===== src/rtl/control_sequencer.sv =====
// Fetch/decode/execute sequencer for the 16-bit microcontroller datapath.
// Optional build macro ILLEGAL_TRAP_EN: opcodes 13-15 trap instead of retiring as NOP.
module control_sequencer #(
  parameter int IW   = 16,
  parameter int CNTW = 16
) (
  input  logic            clk,
  input  logic            reset,
  input  logic            run,
  input  logic [IW-1:0]   instr,
  input  logic            mem_ack,
  output logic            mem_req,
  output logic            mem_we,
  output logic            ir_load,
  output logic            pc_inc,
  output logic            alu_str,
  output logic            mov_str,
  output logic            ldsr_str,
  output logic            reg_we,
  output logic            illegal,
  output logic [2:0]      state,
  output logic [CNTW-1:0] icount
);

  typedef enum logic [2:0] {
    S_IDLE   = 3'd0,
    S_FETCH  = 3'd1,
    S_DECODE = 3'd2,
    S_EXEC   = 3'd3,
    S_MEM    = 3'd4,
    S_WB     = 3'd5,
    S_TRAP   = 3'd6
  } state_t;

  state_t          state_reg;
  logic [3:0]      op_reg;
  logic [CNTW-1:0] icount_reg;

  // Only the opcode field steers sequencing; operand bits belong to the datapath IR.
  logic unused_instr_bits;
  assign unused_instr_bits = ^instr[IW-5:0];

  logic op_alu, op_mov, op_load, op_store, op_bad;
  assign op_alu   = (op_reg <= 4'd8);
  assign op_mov   = (op_reg == 4'd9) || (op_reg == 4'd10);
  assign op_load  = (op_reg == 4'd11);
  assign op_store = (op_reg == 4'd12);
  assign op_bad   = (op_reg >= 4'd13);

`ifdef ILLEGAL_TRAP_EN
  localparam bit TRAP_EN = 1'b1;
  logic illegal_reg;
`else
  localparam bit TRAP_EN = 1'b0;
`endif

  logic retire;
  assign retire = (state_reg == S_WB)
               || ((state_reg == S_MEM) && mem_ack && op_store)
               || ((state_reg == S_DECODE) && op_bad && !TRAP_EN);

  always_ff @(posedge clk) begin
    if (!reset) begin
      state_reg  <= S_IDLE;
      op_reg     <= 4'd0;
      icount_reg <= '0;
`ifdef ILLEGAL_TRAP_EN
      illegal_reg <= 1'b0;
`endif
    end else begin
      case (state_reg)
        S_FETCH: begin
          if (mem_ack) begin
            op_reg    <= instr[IW-1:IW-4];
            state_reg <= S_DECODE;
          end
        end
        S_DECODE: begin
          if (op_alu || op_mov) begin
            state_reg <= S_EXEC;
          end else if (op_load || op_store) begin
            state_reg <= S_MEM;
          end else begin
`ifdef ILLEGAL_TRAP_EN
            state_reg   <= S_TRAP;
            illegal_reg <= 1'b1;
`endif
          end
        end
        S_EXEC: state_reg <= S_WB;
        S_MEM: begin
          if (mem_ack && op_load) state_reg <= S_WB;
        end
`ifdef ILLEGAL_TRAP_EN
        S_TRAP: state_reg <= S_TRAP;
`endif
        default: begin
          // IDLE, and the unreachable encodings, restart only when run is set.
          state_reg <= run ? S_FETCH : S_IDLE;
        end
      endcase

      // Retire overrides the per-state next state: count it and resample run.
      if (retire) begin
        icount_reg <= icount_reg + CNTW'(1);
        state_reg  <= run ? S_FETCH : S_IDLE;
      end
    end
  end

  assign mem_req  = (state_reg == S_FETCH) || (state_reg == S_MEM);
  assign mem_we   = (state_reg == S_MEM) && op_store;
  assign ir_load  = (state_reg == S_FETCH) && mem_ack;
  assign pc_inc   = (state_reg == S_FETCH) && mem_ack;
  assign alu_str  = (state_reg == S_DECODE) && op_alu;
  assign mov_str  = (state_reg == S_DECODE) && op_mov;
  assign ldsr_str = (state_reg == S_DECODE) && (op_load || op_store);
  assign reg_we   = (state_reg == S_WB);
  assign state    = state_reg;
  assign icount   = icount_reg;

`ifdef ILLEGAL_TRAP_EN
  assign illegal = illegal_reg;
`else
  assign illegal = 1'b0;
`endif

endmodule


===== config.mk =====
export PLATFORM = sky130hd
export DESIGN_NAME = control_sequencer
export DESIGN_NICKNAME = d
export VERILOG_FILES = /design/src/rtl/control_sequencer.sv
export SDC_FILE = /design/constraint.sdc
export NUM_CORES = 1
export LEC_CHECK = 0
export ABC_AREA = 1
export BUFFER_PORTS_ARGS = -buffer_cell sky130_fd_sc_hd__clkbuf_2
export CAP_MARGIN = 0
export CORE_MARGIN = 4
export CORE_UTILIZATION = 54
export DETAILED_ROUTE_END_ITERATION = 16
export GPL_ROUTABILITY_DRIVEN = 0
export MAX_ROUTING_LAYER = met4
export PLACE_DENSITY = 0.95
export SLEW_MARGIN = 0
export SYNTH_ARGS = -nofsm -noshare
export SYNTH_HDL_FRONTEND = slang
export SYNTH_SLANG_ARGS = --single-unit

===== constraint.sdc =====
create_clock -name clk -period 2.1 [get_ports clk]
set_input_delay 0.21 -clock clk [delete_from_list [all_inputs] [get_ports clk]]
set_output_delay 0.21 -clock clk [all_outputs]
set_load 0.02 [all_outputs]

==> impl_metrics.yaml <==
clock_network:
  cts-buffers-inserted: 3
  cts_setup_buffers: 0
  cts_num_sinks: 23
  clk-insertion-delay-late_ns: 0.31
  clockBufferDepth: 2
  cts-hold-fix-buffers: 0
  cts_tree: "built"
  clk_pin_slew_ns: 0.13
  h-tree-depth: 1
  clockRootBuffer: "clkbuf_4"
  post_cts_resized: 0
setup_path:
  cp_data_arrival_time_ns: 1.50
  end_kind: "output pin"
  worstSetupStartpointType: "flip-flop"
  crit_required_ns: 1.89
  worstSetupPathType: "reg -> out"
  critPathMaxFanout: 4
sta:
  slew-limit-headroom: 0.630
  rsz0062_at_grt: "no"
  slew_viol_final: 0
  tightest_slew_ns: 0.554
  setup-tns-final_ns: 0
  post-route-min-period_ns: 1.71
  hold_violations: 0
  worst_hold_slack_ns: 0.177
  fin_crit_sh: 0.813
  fin_worst_skew_ns: 0.00549
  setup_slack_ns: 0.392
  setup_viol: 0
  fmax_mhz: 586
flow_run:
  drv_cap: 0
pwr:
  p_leak_nw: 0.722
  sw_frac_of_total: 0.346
  ir_drop_mv: 0.478
  power.clock.fraction: 0.228
  power.density_nw_per_um2: 566
  power.internal_w: 0.000604
  switchingPower_w: 0.000320
  finalPower_w: 0.000924
  pwr-share-seq: 0.526
  combPwrFrac: 0.246
worst_hold_path:
  hp-class: "in -> reg"
drt:
  firstDrtPassIters: 4
  routedWlPerCell_um: 11.5
  wl_um: 3340
  viasPerCell: 5.33
  drc_errors: 0
  via_count: 1547
  drt_iter0_markers: 64
  postRouteAntennaNets: 0
die:
  die_height_um: 59.8
  design.die.area_um2: 3570
  fp.coreArea_um2: 2520
  start_util: 0.574
  die_x_um: 59.8
  pin_count: 48
  core.rowCount: 18
grt:
  grt_pass1_wl_um: 5510
  first_global_vias: 1319
  grt_max_degree: 24
  antenna_found_initial: 0
  grt.total_usage: 0.203
  overflow: 0
yosys:
  ys_types: 30
  syn_nets: 250
  netlist_area_um2: 1450
  synth_area_per_cell_um2: 6.32
  synthCells: 229
  synth_warnings: 0
  ys_ff_latch: 23
  ys_seq_area_frac: 0.318
placed_design:
  hpwl_um: 2560
  port_buffers: 34
  pre_cts_slack_ns: 0.502
cells_and_area:
  final_core_util: 0.647
  final_common_cell: "nand2_1"
  final_nets: 282
  syn_to_final_growth_pct: 12.8
  drive_above_1_share: 0.204
  diodes: 0
  largest_reg_flops: 16
  most-common-layout-cells: "nand2_1, clkbuf_2, inv_1"
status:
  status: "completed"
-- synth_stat cells (all sizes together) --
library cell	count	area (µm²)
nand3b	2	15.0
nor2	31	139
xnor2	1	8.76
a21oi	19	98.9
dfxtp	23	460
nand3	24	125
o21ai	8	43.8
a31oi	1	6.26
nand4	9	56.3
xor2	1	8.76
nor2b	1	6.26
o21a	1	7.51
inv	30	113
buf	5	45.0
a211oi	1	12.5
nand2	64	253
clkbuf	2	7.51
ha	1	12.5
nor3	4	25.0
conb	1	3.75
-- power by group through the flow --
stage               Combinational, W  Clock, W  Sequential (W)
detailed placement          0.000228         0        0.000495
global route                0.000252  0.000229        0.000490
CTS                         0.000229  0.000217        0.000485
global placement            0.000221         0        0.000494
floorplan                   0.000159         0        0.000505
finish                      0.000227  0.000211        0.000486
-- stage by stage --
step | area [µm²] | cells
after CTS | 1630 | 290
after detailed placement | 1600 | 286
final | 1630 | 290
after global routing | 1630 | 290
after floorplan | 1450 | 229
after global placement | 1600 | 286
-- path summary, 6_finish.rpt --
| path | startpoint | endpoint | slack, ns | cells after the start |
|---|---|---|---|---|
| max | op_reg[3]$_SDFFE_PN0P_ | ldsr_str | 0.39 | 5 |
| min | instr[12] | op_reg[0]$_SDFFE_PN0P_ | 0.18 | 3 |
| max reg2reg | icount[0]$_SDFFE_PN0P_ | icount[12]$_SDFFE_PN0P_ | 0.44 | 8 |
| min reg2reg | icount[15]$_SDFFE_PN0P_ | icount[15]$_SDFFE_PN0P_ | 0.51 | 2 |
-- worst max-delay path, stage by stage, from the launching register on --
cell and delay (ns):
dfxtp_1 0.40, inv_1 0.09, nor3_1 0.31, inv_1 0.08
a21oi_1 0.13, clkbuf_2 0.18
-- per-layer routing --
layer	share of wire	wire (µm)	global-route usage
met4	0.012	41	0.0728
met1	0.42	1410	0.243
met2	0.50	1660	0.347
met3	0.069	229	0.0238
met5	0	0	-
-- layout make-up --
type                    instances  area [µm²]
well taps                      30        37.5
clock buffers                   3        22.5
inverters                      30         113
flip-flops and latches         23         460
repair buffers                 34         170
clock inverters                 1        7.51
fillers                       238         890
multi-input cells             169         822
-- logic make-up (layout without fill, tap and decap cells) --
family                   Yosys count  in the layout  synth area share
AO/OA/AOI/OAI                     30             30             0.117
XOR/XNOR                           2              2            0.0121
adder cells (fa/ha/maj)            1              1           0.00864
buffers and inverters             37             68             0.114
flip-flops                        23             23             0.318
other                              1              1           0.00259
AND/OR/NAND/NOR                  135            135             0.428
Note: power is estimated with default switching activity, not from simulation.
